$ cat config.mk
export PLATFORM = sky130hd
export DESIGN_NAME = led_matrix_scan
export DESIGN_NICKNAME = d
export VERILOG_FILES = /design/src/rtl/led_matrix_pkg.sv /design/src/rtl/led_pwm_cmp.sv /design/src/rtl/led_matrix_scan.sv
export SDC_FILE = /design/constraint.sdc
export NUM_CORES = 1
export LEC_CHECK = 0
export ABC_AREA = 1
export BUFFER_PORTS_ARGS = -buffer_cell sky130_fd_sc_hd__buf_2
export CAP_MARGIN = 15
export CORE_MARGIN = 2
export CORE_UTILIZATION = 50
export DETAILED_ROUTE_END_ITERATION = 7
export GPL_TIMING_DRIVEN = 0
export PLACE_DENSITY = 0.73
export SLEW_MARGIN = 20
export SYNTH_ARGS = -nofsm -noshare
export SYNTH_HDL_FRONTEND = slang
export SYNTH_SLANG_ARGS = --single-unit
export TNS_END_PERCENT = 10
$ cat constraint.sdc
create_clock -name i_clk -period 3.3 [get_ports i_clk]
set_clock_uncertainty 0.05 [all_clocks]
set_input_delay 0.66 -clock i_clk [delete_from_list [all_inputs] [get_ports i_clk]]
set_output_delay 0.66 -clock i_clk [all_outputs]
set_load 0.02 [all_outputs]
$ cat src/rtl/led_matrix_pkg.sv
// Shared geometry, scan state encoding and pixel-mapping helpers for the
// 5x5 RGB LED matrix scan controller.
package led_matrix_pkg;

  localparam int ROWS = 5;
  localparam int COLS = 5;
  localparam int PIX  = ROWS * COLS;

  typedef enum logic [1:0] {
    IDLE  = 2'd0,
    LOAD  = 2'd1,
    BLANK = 2'd2,
    DRIVE = 2'd3
  } scan_state_e;

  // Flat bit position of pixel (r, c) inside a frame word.
  function automatic int pix_idx(input int r, input int c);
    return r * COLS + c;
  endfunction

  // Column slice of one row from a flat frame word.
  function automatic logic [COLS-1:0] row_bits(input logic [PIX-1:0] frame, input int r);
    return COLS'(frame >> pix_idx(r, 0));
  endfunction

  // Counter width that can hold n-1, never narrower than one bit.
  function automatic int cnt_w(input int n);
    return (n > 1) ? $clog2(n) : 1;
  endfunction

endpackage

$ cat src/rtl/led_pwm_cmp.sv
// Global-brightness PWM comparator. The count runs 0 .. 2^W-2 so that a
// level of 2^W-1 is on for every cycle and a level of 0 is never on.
module led_pwm_cmp
  import led_matrix_pkg::*;
#(
  parameter int BRIGHT_W = 4
) (
  input  logic                i_clk,
  input  logic                i_rst,
  input  logic                i_clear,
  input  logic                i_advance,
  input  logic [BRIGHT_W-1:0] i_level,
  output logic                o_pwm_on
);

  localparam logic [BRIGHT_W-1:0] CNT_LAST = BRIGHT_W'((1 << BRIGHT_W) - 2);

  logic [BRIGHT_W-1:0] r_pwm_cnt;
  logic [BRIGHT_W-1:0] w_cnt_nxt;

  // Next count: clear has priority, otherwise advance with wrap at CNT_LAST.
  always_comb begin
    w_cnt_nxt = r_pwm_cnt;
    if (i_clear) begin
      w_cnt_nxt = '0;
    end else if (i_advance) begin
      w_cnt_nxt = (r_pwm_cnt == CNT_LAST) ? '0 : r_pwm_cnt + 1'b1;
    end
  end

  // Count register.
  always_ff @(posedge i_clk) begin
    if (i_rst) begin
      r_pwm_cnt <= '0;
    end else begin
      r_pwm_cnt <= w_cnt_nxt;
    end
  end

  // On/off for the count being loaded at this edge, so the parent can
  // register its column drive in the same cycle the count takes effect.
  assign o_pwm_on = (w_cnt_nxt < i_level);

endmodule

$ cat src/rtl/led_matrix_scan.sv
// Row-multiplexed scan controller for the 5x5 RGB LED matrix.
//
// state | meaning
// IDLE  | outputs off, waiting for enable
// LOAD  | one cycle: latch frame + brightness, pulse frame_start
// BLANK | all outputs off ahead of each row (dead time)
// DRIVE | one row enabled, columns gated by PWM
//
// All outputs are registered in step with the state: the cycle the state
// register shows LOAD is the cycle frame_start is high, and so on.
module led_matrix_scan
  import led_matrix_pkg::*;
#(
  parameter int ROW_CYCLES   = 1000,
  parameter int BLANK_CYCLES = 50,
  parameter int BRIGHT_W     = 4
) (
  input  logic                i_clk,
  input  logic                i_rst,
  input  logic                i_enable,
  input  logic [PIX-1:0]      i_r,
  input  logic [PIX-1:0]      i_g,
  input  logic [PIX-1:0]      i_b,
  input  logic [BRIGHT_W-1:0] i_brightness,
  output logic [ROWS-1:0]     o_row_sel,
  output logic [COLS-1:0]     o_col_r,
  output logic [COLS-1:0]     o_col_g,
  output logic [COLS-1:0]     o_col_b,
  output logic                o_frame_start,
  output logic                o_busy
);

  localparam int RCW = cnt_w(ROW_CYCLES);
  localparam int BCW = cnt_w(BLANK_CYCLES + 1);
  localparam int RIW = cnt_w(ROWS);

  localparam logic [RCW-1:0] ROW_CNT_LAST = RCW'(ROW_CYCLES - 1);
  localparam logic [BCW-1:0] BLANK_LAST   = BCW'(BLANK_CYCLES - 1);
  localparam logic [RIW-1:0] ROW_LAST     = RIW'(ROWS - 1);
  localparam bit             NO_BLANK     = (BLANK_CYCLES == 0);

  scan_state_e         r_state;
  logic [RIW-1:0]      r_row_idx;
  logic [RCW-1:0]      r_row_cnt;
  logic [BCW-1:0]      r_blank_cnt;
  logic [PIX-1:0]      r_sh_r;
  logic [PIX-1:0]      r_sh_g;
  logic [PIX-1:0]      r_sh_b;
  logic [BRIGHT_W-1:0] r_bright;
  logic [ROWS-1:0]     r_row_sel;
  logic [COLS-1:0]     r_col_r;
  logic [COLS-1:0]     r_col_g;
  logic [COLS-1:0]     r_col_b;
  logic                r_frame_start;
  logic                r_busy;

  logic [PIX-1:0]      w_src_r;
  logic [PIX-1:0]      w_src_g;
  logic [PIX-1:0]      w_src_b;
  logic [BRIGHT_W-1:0] w_level;
  logic                w_row_end;
  logic                w_last_row;
  logic                w_row_start;
  logic                w_drive_stay;
  logic                w_drive_enter;
  logic [RIW-1:0]      w_next_row;
  logic [RIW-1:0]      w_tgt_row;
  logic [ROWS-1:0]     w_tgt_sel;
  logic [COLS-1:0]     w_tgt_col_r;
  logic [COLS-1:0]     w_tgt_col_g;
  logic [COLS-1:0]     w_tgt_col_b;
  logic                w_pwm_on;

  // Sequencing decisions for this cycle. While in LOAD the shadow is being
  // written at this edge, so a zero-blank entry into row 0 reads the live
  // inputs instead of the not-yet-updated shadow.
  always_comb begin
    w_src_r = r_sh_r;
    w_src_g = r_sh_g;
    w_src_b = r_sh_b;
    w_level = r_bright;
    if (r_state == LOAD) begin
      w_src_r = i_r;
      w_src_g = i_g;
      w_src_b = i_b;
      w_level = i_brightness;
    end
    w_row_end     = (r_state == DRIVE) && (r_row_cnt == '0);
    w_last_row    = (r_row_idx == ROW_LAST);
    w_row_start   = (r_state == LOAD) || (w_row_end && !w_last_row);
    w_next_row    = (r_state == LOAD) ? '0 : r_row_idx + 1'b1;
    w_drive_stay  = (r_state == DRIVE) && !w_row_end;
    w_drive_enter = ((r_state == BLANK) && (r_blank_cnt == '0)) ||
                    (w_row_start && NO_BLANK);
    w_tgt_row     = w_row_start ? w_next_row : r_row_idx;
    w_tgt_sel     = ROWS'(1) << w_tgt_row;
    w_tgt_col_r   = row_bits(w_src_r, int'(w_tgt_row)) & {COLS{w_pwm_on}};
    w_tgt_col_g   = row_bits(w_src_g, int'(w_tgt_row)) & {COLS{w_pwm_on}};
    w_tgt_col_b   = row_bits(w_src_b, int'(w_tgt_row)) & {COLS{w_pwm_on}};
  end

  led_pwm_cmp #(
    .BRIGHT_W (BRIGHT_W)
  ) u_pwm (
    .i_clk     (i_clk),
    .i_rst     (i_rst),
    .i_clear   (w_drive_enter),
    .i_advance (w_drive_stay),
    .i_level   (w_level),
    .o_pwm_on  (w_pwm_on)
  );

  // Scan FSM with registered row/column drive and status outputs.
  always_ff @(posedge i_clk) begin
    if (i_rst) begin
      r_state       <= IDLE;
      r_row_idx     <= '0;
      r_row_cnt     <= '0;
      r_blank_cnt   <= '0;
      r_sh_r        <= '0;
      r_sh_g        <= '0;
      r_sh_b        <= '0;
      r_bright      <= '0;
      r_row_sel     <= '0;
      r_col_r       <= '0;
      r_col_g       <= '0;
      r_col_b       <= '0;
      r_frame_start <= 1'b0;
      r_busy        <= 1'b0;
    end else begin
      r_frame_start <= 1'b0;
      if (r_state == LOAD) begin
        r_sh_r   <= i_r;
        r_sh_g   <= i_g;
        r_sh_b   <= i_b;
        r_bright <= i_brightness;
      end
      case (r_state)
        IDLE: begin
          if (i_enable) begin
            r_state       <= LOAD;
            r_frame_start <= 1'b1;
            r_busy        <= 1'b1;
          end
        end
        default: begin
          if (w_drive_enter) begin
            r_state   <= DRIVE;
            r_row_idx <= w_tgt_row;
            r_row_cnt <= ROW_CNT_LAST;
            r_row_sel <= w_tgt_sel;
            r_col_r   <= w_tgt_col_r;
            r_col_g   <= w_tgt_col_g;
            r_col_b   <= w_tgt_col_b;
          end else if (w_row_start) begin
            r_state     <= BLANK;
            r_row_idx   <= w_tgt_row;
            r_blank_cnt <= BLANK_LAST;
            r_row_sel   <= '0;
            r_col_r     <= '0;
            r_col_g     <= '0;
            r_col_b     <= '0;
          end else if (w_drive_stay) begin
            r_row_cnt <= r_row_cnt - 1'b1;
            r_col_r   <= w_tgt_col_r;
            r_col_g   <= w_tgt_col_g;
            r_col_b   <= w_tgt_col_b;
          end else if (r_state == BLANK) begin
            r_blank_cnt <= r_blank_cnt - 1'b1;
          end else if (w_row_end) begin
            // Last row finished: enable is only honoured here, so a frame
            // is never cut short.
            r_row_sel <= '0;
            r_col_r   <= '0;
            r_col_g   <= '0;
            r_col_b   <= '0;
            if (i_enable) begin
              r_state       <= LOAD;
              r_frame_start <= 1'b1;
            end else begin
              r_state <= IDLE;
              r_busy  <= 1'b0;
            end
          end
        end
      endcase
    end
  end

  assign o_row_sel     = r_row_sel;
  assign o_col_r       = r_col_r;
  assign o_col_g       = r_col_g;
  assign o_col_b       = r_col_b;
  assign o_frame_start = r_frame_start;
  assign o_busy        = r_busy;

endmodule

# Word-level counts from Yosys, hierarchy flattened
# Cells that the tools add are included.
# totals
out_inout_bits,22
inputBits,82
register_bits,126
# classes
reduce_logical,24
bitwise_logic,5
n_addsub,4
n_mul,1
n_shift,4
magnitude_cmp,1
mux,54
eq_ne,18
# ops
op,count
$mux 25,3
$mux 5,14
$shr 25x32->5,2
$mux 10,3
$shr 25x6->5,1
$mux 6,3
$mux 1,16
$mux 4,4
$and 5x5->5,3
$mux 2,7
$mux 3,4
$reduce_and 4->1,3
$logic_not 10->1,1
$sub 10x1->10 const B,1
$ne 2x1->1 const B,4
$ne 2x2->1 const B,4
$ne 4x2->1 const B,2
$reduce_bool 2->1,4
$reduce_bool 4->1,2
$reduce_and 7->1,1
$logic_not 6->1,1
$mul 3x3->6 const B,1
$ne 3x2->1 const B,2
$reduce_and 3->1,2
other kinds (17),23

# Longest topological paths before layout
# depth
ltp_word,11
depth_mapped,18
ltp_nobuf,17

# Modules after synthesis
# Synthesis repeated with hierarchy kept, for this count alone.
# hier_totals
cells_unflattened,808
area_unflattened_um2,6105.9
# modules_own_cells
mod,seq_area_each_um2,area_per_inst_um2,cells_per_inst,n_inst
led_matrix_scan,2442.3,5785.5,762,1
led_pwm_cmp,80.1,320.3,46,1

# Worst setup path after synthesis
# OpenSTA, ideal clock, no wires.
# synth_timing
path_kind,register to register
startpoint,reg r_row_cnt[0]
endpoint,"reg r_col_r[4], in the netlist o_col_r[4]"
t_arrival_ns,2.486
required_ns,3.179
setup_time_ns,0.071
slack_ns,0.693
path_stages_with_launch,19
path_cell_list,dfxtp_1 inv_1 ha_1 nand2_1 nor2_1 nand3_1 nand2_1 nand2_2 buf_4 nor2_1 o21ai_0 inv_1 ha_1 a21oi_1 nand2_1 nor2_2 buf_4 nand3_1 a21oi_1
# synth_between
elab_chain_cells,11
word_cells_on_any_way,19
cone_classes,mul (1); order compare (1); eq/ne (1); shift (1); mux (6); bitwise (1); reduce/logical (8)
# synth_lines
element,line,source
start: declaration,led_matrix_scan.sv:44,logic [RCW-1:0] r_row_cnt;
start signal: assignment,led_matrix_scan.sv:164,r_row_cnt <= r_row_cnt - 1'b1;
$logic_not 10->1 *,led_matrix_scan.sv:88,w_row_end = (r_state == DRIVE) && (r_row_cnt == '0);
$logic_and 1x1->1 *,led_matrix_scan.sv:88,
$logic_not 1->1 *,led_matrix_scan.sv:92,w_drive_stay = (r_state == DRIVE) && !w_row_end;
$logic_and 1x1->1 *,led_matrix_scan.sv:92,
$mux 4 *,led_pwm_cmp.sv:26,end else if (i_advance) begin
$mux 4 *,led_pwm_cmp.sv:24,if (i_clear) begin
named net u_pwm.w_cnt_nxt[3],led_pwm_cmp.sv:19,logic [BRIGHT_W-1:0] w_cnt_nxt;
$lt 4x4->1 *,led_pwm_cmp.sv:42,assign o_pwm_on = (w_cnt_nxt < i_level);
$and 5x5->5 *,led_matrix_scan.sv:97,"w_tgt_col_r = row_bits(w_src_r, int'(w_tgt_row)) & {COLS{w_pwm_on}};"
$mux 5,led_matrix_scan.sv:163,end else if (w_drive_stay) begin
$mux 5,led_matrix_scan.sv:155,end else if (w_row_start) begin
$mux 5 *,led_matrix_scan.sv:147,if (w_drive_enter) begin
end signal: assignment,led_matrix_scan.sv:152,r_col_r <= w_tgt_col_r;
end signal: assignment,led_matrix_scan.sv:165,r_col_r <= w_tgt_col_r;
end: declaration,led_matrix_scan.sv:51,logic [COLS-1:0] r_col_r;
# Mark *: on every way through the listed nets, which the timed path passes. The rest lies on a longest branch.
# A chain may end at the register's enable or synchronous reset.

# Worst setup path after layout
# layout_timing
startpoint,reg r_blank_cnt[1]
endpoint,"reg r_col_r[2], in the netlist o_col_r[2]"
# layout_between
elab_chain_cells,8
word_cells_on_any_way,11
cone_classes,order compare (1); eq/ne (1); mux (4); bitwise (1); reduce/logical (4)
# layout_lines
element,line,source
start: declaration,led_matrix_scan.sv:45,logic [BCW-1:0] r_blank_cnt;
start signal: assignment,led_matrix_scan.sv:169,r_blank_cnt <= r_blank_cnt - 1'b1;
$logic_not 6->1 *,led_matrix_scan.sv:93,w_drive_enter = ((r_state == BLANK) && (r_blank_cnt == '0)) ||
$logic_and 1x1->1 *,led_matrix_scan.sv:93,
$mux 4 *,led_pwm_cmp.sv:24,
named net u_pwm.w_cnt_nxt[3],led_pwm_cmp.sv:19,
$lt 4x4->1 *,led_pwm_cmp.sv:42,
$and 5x5->5 *,led_matrix_scan.sv:97,
$mux 5,led_matrix_scan.sv:163,
$mux 5,led_matrix_scan.sv:155,
$mux 5 *,led_matrix_scan.sv:147,
# Marks and branches as above.

==> summary.md <==
| Metric | Value |
|---|---|
| Initial DRC count | 363 |
| Filler cell count | 1037 |
| Final ANT Viol Nets | 0 |
| CTS tree | done |
| First-pass GRT wire length | 25.0 mm |
| Most frequent cells in the layout | nand2_1 (214), dfxtp_1 (126), buf_2 (113), nor2_1 (113), mux2i_1 (73) |
| RSZ-0062 raised after global routing | no |
| Hold WC Path Type | reg2reg |
| Arr. time, crit path | 3360 ps |
| CP Capture Type | register |
| Sink Count | 126 |
| Antenna diode count | 0 |
| Rel. slew slack | 46.4% |
| Most common cell after layout, fill and taps aside | nand2_1 |
| Core area | 11300 um2 |
| Starting Density | 51.0% |
| Worst Path Max Fanout | 10 |
| Total number of vias | 5314 |
| Syn_nets | 846 |
| Worst VDD drop | 0.677 mV |
| I/O pin total | 104 |
| Setup Crit Path Kind | reg2reg |
| RePlAce Congestion | 0.850 |
| Mean Syn Cell Area | 7.64 um2 |
| Num CTS Buffers | 17 |
| Hold Vio Cnt, Final | 0 |
| Tcrit/Tclk final | 92.9% |
| Tightest Pin Transition | 804 ps |
| Total wire length | 15.8 mm |
| Drt wl/cell | 15.3 um |
| CTS root buffer | clkbuf_16 |
| Final nets | 968 |
| WP data required | 3600 ps |
| Post-CTS Setup Bufs | 0 |
| Leak Pwr | 3.37 nW |
| Die Ht | 111 um |
| Die area | 12400 um2 |
| Yosys Warn Count | 0 |
| Half-perimeter wire length after placement | 11.4 mm |
| Clock transition at path regs | 60 ps |
| Clock latency on the worst-skew pair | 430 ps |
| Drt via density | 5.14 |
| Mapped Cells | 756 |
| Layout area overhead | 22.7% |
| Via count of the first global-routing pass | 5157 |
| H-Tree Depth | 4 |
| Achievable Freq | 326 MHz |
| Final Slew Violations | 0 |
| Multi-input logic area | 2880 um2 |
| Status | complete, no violations |
| Drt drc | 0 |
| Post-Syn Area | 5770 um2 |
| Register area | 2520 um2 |
| PD cells | 978 nW/um2 |
| Number of storage elements in the synthesis netlist | 126 |
| Rows | 39 |
| DR pass1 iterations | 5 |
| Sum Neg Setup Slack | 0 ps |
| Worst setup SP type | register |
| Fraction of layout cells with a size suffix above 1 | 19.9% |
| Buffers on Ports | 103 |
| CTS max path bufs | 2 |
| Register area share after synthesis | 43.7% |
| Finished Layout Cells | 1033 |
| Grt total ovfl | 0 |
| Largest net degree at the start of global routing | 17 |
| All-Layer GR Usage | 26.0% |
| Setup violations, final | 0 |
| DIE WIDTH | 111 um |
| Crit path time final | 3060 ps |
| Yosys cell types | 39 |
| Placed cells | 1002 |
| Max-cap violations | 0 |
| Initial antenna violation count | 0 |
-- routing by layer --
metal	up-vias	track usage (%)	wire [um]
li1	2676	-	-
met2	195	43.6	7480
met4	0	11.3	534
met3	46	6.97	946
met1	2397	31.5	6830
met5	-	0	0
-- logic make-up after synthesis --
kind of cell | count (synthesis) | synth area share, %
XOR/XNOR | 2 | 0.303
adder cells (fa/ha/maj) | 8 | 1.73
AND/OR/NAND/NOR | 386 | 27.7
multiplexers | 73 | 12.7
AO/OA/AOI/OAI | 76 | 7.35
flip-flops | 126 | 43.7
buffers and inverters | 85 | 6.57
-- critical path: stages (launching register included) --
cell and delay (ps):
dfxtp_1 330, inv_1 100, ha_1 150, nand2_1 60, nor2_1 140, nand3_2 220, nand2_2 170, buf_4 180
nor2_1 50, o21ai_1 170, inv_1 70, ha_1 310, a21oi_1 150, nand2_1 90, nor2_2 260, buf_4 230
nand3_1 90, a21oi_1 150
-- through the flow --
stage | power (mW) | hold slack [ps] | instance area, um2 | util, % | worst slack, ps
finish | 6.92 | 418 | 7080 | 62.6 | 235
detailed placement | 4.91 | 404 | 6470 | 57.1 | 243
global placement | 4.87 | 405 | 6470 | 57.1 | 248
CTS | 6.89 | 419 | 7080 | 62.5 | 174
floorplan | 4.22 | 399 | 5770 | - | 693
global route | 7.36 | 441 | 7080 | 62.6 | 3.05
-- final timing paths --
kind	end	depth (start not counted)	startpoint	slack, ps
worst max register to register	o_col_r[2]$_SDFFE_PP0P_	17	r_blank_cnt[1]$_SDFFE_PP0P_	240
worst max-delay path	o_col_r[2]$_SDFFE_PP0P_	17	r_blank_cnt[1]$_SDFFE_PP0P_	240
worst min-delay path	o_col_r[0]$_SDFFE_PP0P_	2	o_col_r[0]$_SDFFE_PP0P_	420
worst min register to register	o_col_r[0]$_SDFFE_PP0P_	2	o_col_r[0]$_SDFFE_PP0P_	420
-- synth_stat cells (all sizes together) --
master | number | share of area [%]
a31oi | 6 | 0.65
nand3b | 1 | 0.13
dfxtp | 126 | 44
inv | 48 | 3.2
o21ai | 26 | 2.3
a2111oi | 1 | 0.15
nand2 | 220 | 15
a211oi | 1 | 0.13
clkbuf | 14 | 0.91
nor2 | 117 | 8.0
a21oi | 35 | 3.0
buf | 22 | 2.4
xor2 | 2 | 0.30
ha | 8 | 1.7
nand3 | 31 | 2.9
nor3 | 5 | 0.43
or2 | 8 | 0.87
a221oi | 1 | 0.15
clkinv | 1 | 0.065
mux2i | 73 | 13
o21a | 3 | 0.39
o22ai | 2 | 0.46
a21boi | 1 | 0.13
nand4 | 4 | 0.69
-- power by group --
| part | leakage [nW] | switching [mW] | total [mW] | internal, mW |
|---|---|---|---|---|
| combinational | 2.04 | 1.87 | 2.92 | 1.04 |
| sequential | 1.03 | 0.163 | 2.04 | 1.88 |
| clock | 0.300 | 0.690 | 1.97 | 1.27 |
-- final cells by class --
type | instances | share of cell area (%)
buffer | 36 | 2.72
clock buffer | 20 | 6.31
clock inverter | 11 | 2.33
inverter | 49 | 2.63
multi-input combinational | 545 | 40.6
sequential | 126 | 35.6
tap | 143 | 2.53
timing repair buffer | 103 | 7.28
-- registers in the layout (all words and copies together), names as in the netlist --
register,cells
r_bright,4
r_sh_b,25
o_frame_start,1
o_row_sel,5
o_busy,1
o_col_g,5
u_pwm.r_pwm_cnt,4
r_sh_g,25
r_sh_r,25
o_col_b,5
r_row_cnt,10
r_state,2
r_row_idx,3
o_col_r,5
r_blank_cnt,6
-- repair_timing --
item | in CTS | in global routing
resized for setup | 0 | 2
hold buffers | 0 | 0
endpoints found under the setup margin | 0 | 10
No activity file was read; power rests on OpenSTA's default activity.
